===== src/rtl/ode_pkg.sv =====
// Shared definitions for the ODE accelerator datapath stages.
// Holds default word/address widths, the update-unit state encoding and
// the saturating adder used both here and in the step-control adder path.
package ode_pkg;

  // Signed fixed-point word width.
  localparam int DATA_W = 16;
  // Fractional bits; the multiplier already rescales its products to this format.
  localparam int FRAC_W = 8;
  // Shared memory address width.
  localparam int ADDR_W = 16;

  // Update-unit FSM encoding.
  localparam logic [2:0] S_IDLE      = 3'd0;
  localparam logic [2:0] S_READ_F    = 3'd1;
  localparam logic [2:0] S_MUL_START = 3'd2;
  localparam logic [2:0] S_MUL_WAIT  = 3'd3;
  localparam logic [2:0] S_READ_X    = 3'd4;
  localparam logic [2:0] S_ADD_WRITE = 3'd5;
  localparam logic [2:0] S_DONE      = 3'd6;

  // Result of a saturating add: clipped word plus a flag set when clipping happened.
  typedef struct packed {
    logic              ovf;
    logic [DATA_W-1:0] sum;
  } sat_res_t;

  // Two's-complement add at DATA_W+1 bits, clipped to the DATA_W signed range.
  // The extra top bit disagrees with the DATA_W sign bit exactly when the
  // true sum does not fit; the extra bit then gives the direction of the clip.
  function automatic sat_res_t sat_add(input logic [DATA_W-1:0] a,
                                       input logic [DATA_W-1:0] b);
    logic [DATA_W:0] wide;
    sat_res_t        res;
    wide    = {a[DATA_W-1], a} + {b[DATA_W-1], b};
    res.ovf = (wide[DATA_W] != wide[DATA_W-1]);
    if (!res.ovf) begin
      res.sum = wide[DATA_W-1:0];
    end else if (wide[DATA_W]) begin
      res.sum = {1'b1, {(DATA_W-1){1'b0}}};
    end else begin
      res.sum = {1'b0, {(DATA_W-1){1'b1}}};
    end
    return res;
  endfunction

endpackage


===== src/rtl/euler_update_unit_if.sv =====
// Bundle of the update unit's control, memory and multiplier signals.
// The slave modport is the update unit's view; the master modport is the
// surrounding controller/memory/multiplier side.
interface euler_update_unit_if;
  import ode_pkg::*;

  // Pass control and parameters.
  logic              start;
  logic [ADDR_W-1:0] n;
  logic [DATA_W-1:0] step;
  logic [ADDR_W-1:0] x_base;
  logic [ADDR_W-1:0] f_base;
  logic [ADDR_W-1:0] out_base;

  // Shared memory port (read data returns one cycle after the read strobe).
  logic [ADDR_W-1:0] mem_addr;
  logic              mem_read;
  logic              mem_write;
  logic [DATA_W-1:0] mem_wdata;
  logic [DATA_W-1:0] mem_rdata;

  // Shared multiplier start/done handshake.
  logic              mul_start;
  logic [DATA_W-1:0] mul_a;
  logic [DATA_W-1:0] mul_b;
  logic              mul_done;
  logic [DATA_W-1:0] mul_result;

  // Status.
  logic              busy;
  logic              done;
  logic              overflow;

  modport slave (
    input  start, n, step, x_base, f_base, out_base,
    input  mem_rdata, mul_done, mul_result,
    output mem_addr, mem_read, mem_write, mem_wdata,
    output mul_start, mul_a, mul_b,
    output busy, done, overflow
  );

  modport master (
    output start, n, step, x_base, f_base, out_base,
    output mem_rdata, mul_done, mul_result,
    input  mem_addr, mem_read, mem_write, mem_wdata,
    input  mul_start, mul_a, mul_b,
    input  busy, done, overflow
  );

endinterface


===== src/rtl/sat_adder.sv =====
// Combinational DATA_W signed add with saturation to the word range.
// Latency: zero cycles (pure combinational).
// No handshake; the result follows the operands within the same cycle.
module sat_adder
  import ode_pkg::*;
(
  input  logic [DATA_W-1:0] i_a,
  input  logic [DATA_W-1:0] i_b,
  output logic [DATA_W-1:0] o_sum,
  output logic              o_ovf
);

  sat_res_t w_res;

  // Evaluate the shared saturating add so this path and step control clip identically.
  always_comb begin
    w_res = sat_add(i_a, i_b);
  end

  assign o_sum = w_res.sum;
  assign o_ovf = w_res.ovf;

endmodule


===== src/rtl/euler_update_unit.sv =====
// Explicit-Euler state update: X_out[i] = sat(X[i] + h*F[i]) for i = 0..n-1.
// Latency: n*(5+L)+1 cycles from start to done, L = multiplier latency.
// Stalls in MUL_WAIT until mul_done; start is ignored while busy.
module euler_update_unit
  import ode_pkg::*;
(
  input  logic               clk,
  input  logic               rst,
  euler_update_unit_if.slave bus
);

  // FSM state and per-pass latched parameters.
  logic [2:0]        r_state;
  logic [ADDR_W-1:0] r_cnt;
  logic [DATA_W-1:0] r_h;
  logic [ADDR_W-1:0] r_x_ptr;
  logic [ADDR_W-1:0] r_f_ptr;
  logic [ADDR_W-1:0] r_out_ptr;

  // Per-element datapath registers.
  logic [DATA_W-1:0] r_f;
  logic [DATA_W-1:0] r_p;
  logic              r_ovf;

  // Adder result for the element currently in ADD_WRITE.
  logic [DATA_W-1:0] w_sum;
  logic              w_clip;

  // Combinational output drives before they reach the bus.
  logic [ADDR_W-1:0] w_mem_addr;
  logic              w_mem_read;
  logic              w_mem_write;
  logic [DATA_W-1:0] w_mem_wdata;
  logic              w_mul_start;
  logic [DATA_W-1:0] w_mul_a;
  logic [DATA_W-1:0] w_mul_b;
  logic              w_busy;
  logic              w_done;
  logic              w_overflow;

  // X[i] arrives on mem_rdata during ADD_WRITE; p_reg holds h*F[i].
  sat_adder u_sat_adder (
    .i_a   (bus.mem_rdata),
    .i_b   (r_p),
    .o_sum (w_sum),
    .o_ovf (w_clip)
  );

  // Sequence one element at a time: fetch F, multiply by h, fetch X, add and store.
  always_ff @(posedge clk) begin
    if (rst) begin
      r_state   <= S_IDLE;
      r_cnt     <= '0;
      r_h       <= '0;
      r_x_ptr   <= '0;
      r_f_ptr   <= '0;
      r_out_ptr <= '0;
      r_f       <= '0;
      r_p       <= '0;
      r_ovf     <= 1'b0;
    end else begin
      case (r_state)
        S_IDLE, S_DONE: begin
          // A new pass re-latches everything; without start the state holds.
          if (bus.start) begin
            r_cnt     <= bus.n;
            r_h       <= bus.step;
            r_x_ptr   <= bus.x_base;
            r_f_ptr   <= bus.f_base;
            r_out_ptr <= bus.out_base;
            r_ovf     <= 1'b0;
            r_state   <= (bus.n == '0) ? S_DONE : S_READ_F;
          end
        end
        S_READ_F: begin
          r_state <= S_MUL_START;
        end
        S_MUL_START: begin
          // Keep F so the multiplier operands stay stable after mem_rdata moves on.
          r_f     <= bus.mem_rdata;
          r_state <= S_MUL_WAIT;
        end
        S_MUL_WAIT: begin
          if (bus.mul_done) begin
            r_p     <= bus.mul_result;
            r_state <= S_READ_X;
          end
        end
        S_READ_X: begin
          r_state <= S_ADD_WRITE;
        end
        S_ADD_WRITE: begin
          if (w_clip) begin
            r_ovf <= 1'b1;
          end
          if (r_cnt == ADDR_W'(1)) begin
            r_state <= S_DONE;
          end else begin
            // Pointers wrap naturally at 2^ADDR_W.
            r_cnt     <= r_cnt - ADDR_W'(1);
            r_x_ptr   <= r_x_ptr + ADDR_W'(1);
            r_f_ptr   <= r_f_ptr + ADDR_W'(1);
            r_out_ptr <= r_out_ptr + ADDR_W'(1);
            r_state   <= S_READ_F;
          end
        end
        default: begin
          r_state <= S_IDLE;
        end
      endcase
    end
  end

  // Decode outputs from state; everything is forced low while reset is asserted
  // so an interrupted pass can never emit a write or multiplier start.
  always_comb begin
    w_mem_addr  = '0;
    w_mem_read  = 1'b0;
    w_mem_write = 1'b0;
    w_mem_wdata = '0;
    w_mul_start = 1'b0;
    w_mul_a     = '0;
    w_mul_b     = '0;
    w_busy      = 1'b0;
    w_done      = 1'b0;
    w_overflow  = 1'b0;
    if (!rst) begin
      w_busy     = (r_state != S_IDLE) && (r_state != S_DONE);
      w_done     = (r_state == S_DONE);
      w_overflow = r_ovf;
      case (r_state)
        S_READ_F: begin
          w_mem_read = 1'b1;
          w_mem_addr = r_f_ptr;
        end
        S_MUL_START: begin
          // F is taken straight from the read port to save a cycle.
          w_mul_start = 1'b1;
          w_mul_a     = bus.mem_rdata;
          w_mul_b     = r_h;
        end
        S_MUL_WAIT: begin
          w_mul_a = r_f;
          w_mul_b = r_h;
        end
        S_READ_X: begin
          w_mem_read = 1'b1;
          w_mem_addr = r_x_ptr;
        end
        S_ADD_WRITE: begin
          w_mem_write = 1'b1;
          w_mem_addr  = r_out_ptr;
          w_mem_wdata = w_sum;
        end
        default: begin
        end
      endcase
    end
  end

  assign bus.mem_addr  = w_mem_addr;
  assign bus.mem_read  = w_mem_read;
  assign bus.mem_write = w_mem_write;
  assign bus.mem_wdata = w_mem_wdata;
  assign bus.mul_start = w_mul_start;
  assign bus.mul_a     = w_mul_a;
  assign bus.mul_b     = w_mul_b;
  assign bus.busy      = w_busy;
  assign bus.done      = w_done;
  assign bus.overflow  = w_overflow;

endmodule


===== src/flat_wrapper.sv =====
// flat-port wrapper written by rule: the top's interface ports become plain ports
module euler_update_unit_flat import ode_pkg::*;
  (clk, rst, bus_start, bus_n, bus_step, bus_x_base, bus_f_base, bus_out_base, bus_mem_rdata, bus_mul_done, bus_mul_result, bus_mem_addr, bus_mem_read, bus_mem_write, bus_mem_wdata, bus_mul_start, bus_mul_a, bus_mul_b, bus_busy, bus_done, bus_overflow);
  euler_update_unit_if bus_i ();
  input  logic clk;
  input  logic rst;
  input wire logic [$bits(bus_i.start)-1:0] bus_start;
  input wire logic [$bits(bus_i.n)-1:0] bus_n;
  input wire logic [$bits(bus_i.step)-1:0] bus_step;
  input wire logic [$bits(bus_i.x_base)-1:0] bus_x_base;
  input wire logic [$bits(bus_i.f_base)-1:0] bus_f_base;
  input wire logic [$bits(bus_i.out_base)-1:0] bus_out_base;
  input wire logic [$bits(bus_i.mem_rdata)-1:0] bus_mem_rdata;
  input wire logic [$bits(bus_i.mul_done)-1:0] bus_mul_done;
  input wire logic [$bits(bus_i.mul_result)-1:0] bus_mul_result;
  output wire logic [$bits(bus_i.mem_addr)-1:0] bus_mem_addr;
  output wire logic [$bits(bus_i.mem_read)-1:0] bus_mem_read;
  output wire logic [$bits(bus_i.mem_write)-1:0] bus_mem_write;
  output wire logic [$bits(bus_i.mem_wdata)-1:0] bus_mem_wdata;
  output wire logic [$bits(bus_i.mul_start)-1:0] bus_mul_start;
  output wire logic [$bits(bus_i.mul_a)-1:0] bus_mul_a;
  output wire logic [$bits(bus_i.mul_b)-1:0] bus_mul_b;
  output wire logic [$bits(bus_i.busy)-1:0] bus_busy;
  output wire logic [$bits(bus_i.done)-1:0] bus_done;
  output wire logic [$bits(bus_i.overflow)-1:0] bus_overflow;
  assign bus_i.start = bus_start;
  assign bus_i.n = bus_n;
  assign bus_i.step = bus_step;
  assign bus_i.x_base = bus_x_base;
  assign bus_i.f_base = bus_f_base;
  assign bus_i.out_base = bus_out_base;
  assign bus_i.mem_rdata = bus_mem_rdata;
  assign bus_i.mul_done = bus_mul_done;
  assign bus_i.mul_result = bus_mul_result;
  assign bus_mem_addr = bus_i.mem_addr;
  assign bus_mem_read = bus_i.mem_read;
  assign bus_mem_write = bus_i.mem_write;
  assign bus_mem_wdata = bus_i.mem_wdata;
  assign bus_mul_start = bus_i.mul_start;
  assign bus_mul_a = bus_i.mul_a;
  assign bus_mul_b = bus_i.mul_b;
  assign bus_busy = bus_i.busy;
  assign bus_done = bus_i.done;
  assign bus_overflow = bus_i.overflow;
  euler_update_unit u_core (.clk(clk), .rst(rst), .bus(bus_i));
endmodule

===== config.mk =====
export PLATFORM = sky130hd
export DESIGN_NAME = euler_update_unit_flat
export DESIGN_NICKNAME = d
export VERILOG_FILES = /design/src/rtl/ode_pkg.sv /design/src/rtl/euler_update_unit_if.sv /design/src/rtl/sat_adder.sv /design/src/rtl/euler_update_unit.sv /design/src/flat_wrapper.sv
export SDC_FILE = /design/constraint.sdc
export NUM_CORES = 1
export LEC_CHECK = 0
export ABC_AREA = 0
export CAP_MARGIN = 20
export CORE_MARGIN = 10
export CORE_UTILIZATION = 56
export CTS_BUF_LIST = sky130_fd_sc_hd__clkbuf_8
export DETAILED_ROUTE_END_ITERATION = 7
export GPL_TIMING_DRIVEN = 0
export PLACE_DENSITY_LB_ADDON = 0.15
export SLEW_MARGIN = 20
export SYNTH_ARGS = -nofsm -noshare
export SYNTH_HDL_FRONTEND = slang
export SYNTH_HIERARCHICAL = 1
export SYNTH_SLANG_ARGS = --single-unit

===== constraint.sdc =====
create_clock -name clk -period 8.7 [get_ports clk]
set_clock_uncertainty 0.1 [all_clocks]
set_input_delay 1.74 -clock clk [delete_from_list [all_inputs] [get_ports clk]]
set_output_delay 1.74 -clock clk [all_outputs]
set_load 0.005 [all_outputs]

==> results.sh <==
export IMPL_final_net_count=1421
export IMPL_worst_hold_path_endpoint="u_core/r_h[11]"
export IMPL_finalPower_uw=1731
export IMPL_rr_startpoint="u_core/r_p[8]"
export IMPL_clkTransAtPathRegs_ns=0.08
export IMPL_clkLatencyLatePin_ns=0.45
export IMPL_ys_flop_type="dfxtp_1"
export IMPL_dpl_worst_slack_ns=1.812
export IMPL_rsz0062_at_grt="false"
export IMPL_post_cts_buffers=0
export IMPL_hold_ws_ns=0.3517
export IMPL_p_sw_uw=575.3
export IMPL_drtIter0Drc=1384
export IMPL_start_util=0.5731
export IMPL_r2r_setup_slack_ns=6.05
export IMPL_hold_viol_final=0
export IMPL_track_usage=0.3146
export IMPL_cts_tree="yes"
export IMPL_areaGrowthSynthToFinish_pct=32.10
export IMPL_pwr_share_clk=0.368
export IMPL_antenna_found_initial=0
export IMPL_rows=43
export IMPL_endpoint_kind="output port"
export IMPL_ys_seq_area_frac=0.2908
export IMPL_vias=9640
export IMPL_cts_sinks=116
export IMPL_synth_most_common_cell="nand2_1"
export IMPL_yosys_register_bits=116
export IMPL_place_hpwl_um=23500
export IMPL_yosys_warnings=6
export IMPL_syn_cell_area_sq_um=7986
export IMPL_synth_cells=1080
export IMPL_period_needed_ns=7.004
export IMPL_syn_avg_cell_area_sq_um=7.395
export IMPL_die_y_um=139.4
export IMPL_synth_area_top_cells="dfxtp_1 (29%), nand2_1 (9.9%), a21oi_1 (9.0%)"
export IMPL_clock_path_buffers=2
export IMPL_grt_pass1_wl_um=49890
export IMPL_p_seq_frac=0.365
export IMPL_synth_edf_count=0
export IMPL_ir_drop_mv=0.1236
export IMPL_nFillCells=1111
export IMPL_post_route_drc_count=0
export IMPL_die_area_sq_um=19440
export IMPL_dr_pass1_iters=6
export IMPL_timing_rr_end="u_core/r_ovf"
export IMPL_maxSlewViolCount=0
export IMPL_hold_buffers=0
export IMPL_cellPowerDensity_nw_per_um2=164.0
export IMPL_grt_pass1_vias=9191
export IMPL_fin_crit_sh=0.8050
export IMPL_yosysTopAreaCell="dfxtp_1"
export IMPL_fp_dieW_um=139.4
export IMPL_num_io_pins=186
export IMPL_worst_setup_path_type="in2out"
export IMPL_yosys_area_top_type_share=0.2908
export IMPL_arrival_ns=5.16
export IMPL_place_area_sq_um=10050
export IMPL_hp_class="reg2reg"
export IMPL_core_sq_um=13930
export IMPL_r2r_cells=11
export IMPL_numPortBuffers=184
export IMPL_slew_headroom=0.3457
export IMPL_cts_htree_levels=4
export IMPL_start_kind="input port"
export IMPL_setup_tns_ns=0
export IMPL_hold_start="u_core/r_h[11]"
export IMPL_max_cap_violations=0
export IMPL_timing_fmax_mhz=142.8
export IMPL_ys_top_cells_by_count="nand2_1 (210), a21oi_1 (143), dfxtp_1 (116), nor2_1 (64), clkbuf_1 (46)"
export IMPL_power_leakage_uw=0.003890
export IMPL_routabilityCongestion=0.9827
export IMPL_setup_viol=0
export IMPL_root_buffer="clkbuf_8"
export IMPL_drt_wl_total_um=32620
export IMPL_fin_area_sq_um=10550
export IMPL_cp_data_required_time_ns=6.86
export IMPL_synth_cell_types=76
export IMPL_status="finished, final reports clean"
export IMPL_worstPathMaxFanout=10
export IMPL_combPwrFrac=0.267
export IMPL_drt_vias_per_instance=6.531
export IMPL_cts_buffers=17
export IMPL_post_cts_resized=0
export IMPL_whs_path_depth=2
export IMPL_power_share_switching=0.3324
export IMPL_grt_ovfl_total=0
export IMPL_insertedDiodeCount=0
export IMPL_wl_per_cell_um=22.10
export IMPL_fin_ws_ns=1.696
export IMPL_grt_max_degree=17
export IMPL_worst_slew_pin_slew_ns=0.9725
export IMPL_drive_gt1_frac=0.09105
export IMPL_syn_num_nets=1218
export IMPL_synthArstFlopShare=0
export IMPL_power_internal_uw=1155
export IMPL_antenna_left=0
==> flip-flops by register name, indices dropped and copies added (netlist names) <==
signal,flops
u_core/r_cnt,16
u_core/r_f,16
u_core/r_f_ptr,16
u_core/r_h,16
u_core/r_out_ptr,16
u_core/r_ovf,1
u_core/r_p,16
u_core/r_state,3
u_core/r_x_ptr,16
==> power groups by stage <==
stage	clock, uW	sequential (uW)	combinational, uW
2_1_floorplan	0	625	281
6_report	637	631	463
4_1_cts	638	627	447
3_3_place_gp	0	638	436
5_1_grt	659	636	489
3_5_place_dp	0	639	442
==> cells in the final DEF (no fill, tap or decap), types with 9 or more instances in the layout <==
| cell type | count |
|---|---|
| nand2_1 | 210 |
| clkdlybuf4s50_1 | 184 |
| a21oi_1 | 143 |
| dfxtp_1 | 116 |
| nor2_1 | 64 |
| clkbuf_1 | 46 |
| and3_1 | 42 |
| o21ai_0 | 39 |
| nand3_1 | 29 |
| nor3_1 | 27 |
| buf_2 | 21 |
| ha_1 | 21 |
| mux2i_1 | 19 |
| nand4_1 | 19 |
| a31oi_1 | 19 |
| clkbuf_8 | 18 |
| mux2_2 | 18 |
| nand3b_1 | 16 |
| inv_1 | 13 |
| xnor2_1 | 12 |
| o21ai_1 | 12 |
| a211oi_1 | 12 |
| nor4_1 | 11 |
| a21o_1 | 11 |
| o32ai_1 | 10 |
| buf_6 | 9 |
==> stage by stage <==
step | utilization | std cells
floorplan | - | 1080
global placement | 0.7215 | 1444
detailed placement | 0.7215 | 1444
CTS | 0.7571 | 1476
global route | 0.7571 | 1476
finish | 0.7571 | 1476
==> critical path: stages <==
cell             delay [ns]
clkdlybuf4s50_1        0.46
ha_1                   0.25
fa_1                   0.40
a21o_1                 0.24
a311oi_1               0.43
o21a_1                 0.24
o21ai_2                0.17
a21oi_1                0.22
buf_2                  0.26
a21oi_1                0.07
and3_1                 0.18
clkdlybuf4s50_1        0.49
==> worst max-delay path by stage <==
| stage | depth (start not counted) | end | from |
|---|---|---|---|
| after global routing | 12 | bus_mem_wdata[1] | bus_mem_rdata[0] |
| final | 12 | bus_mem_wdata[8] | bus_mem_rdata[0] |
| after detailed placement | 12 | bus_mem_wdata[0] | bus_mem_rdata[0] |
| after global placement | 12 | bus_mem_wdata[14] | bus_mem_rdata[0] |
| after floorplan | 10 | bus_mem_wdata[10] | bus_mem_rdata[8] |
| after CTS | 12 | bus_mem_wdata[8] | bus_mem_rdata[0] |
==> cells by family (layout without fill, tap and decap cells) <==
logic type,Yosys count,in the layout,synth area share
xor gates and xnor gates,15,15,0.01645
DFF,116,116,0.2908
buffers and inverters,102,318,0.06204
and+or+nand+nor,468,468,0.2895
muxes,37,37,0.04919
adders and majority gates,26,26,0.04105
AOI/OAI and AO/OA,316,316,0.2510
==> area by class of cell <==
cell class                 instances  area, sq um  area share
buffer                            89        446.7     0.04234
clock buffer                      18        247.7     0.02348
clock inverter                    14        249.0     0.02360
inverter                          13        48.80    0.004625
multi-input combinational        862         5169      0.4899
sequential                       116         2322      0.2201
tap                              180        225.2     0.02135
timing repair buffer             184         1842      0.1746
==> layer usage <==
layer | wire length (um) | vias up | track usage
li1 | - | 4328 | -
met1 | 12340 | 4456 | 0.3760
met2 | 14300 | 718 | 0.4975
met3 | 4375 | 138 | 0.1092
met4 | 1605 | 0 | 0.1417
met5 | 0 | - | 0
Note: power is estimated with default switching activity, not from simulation.
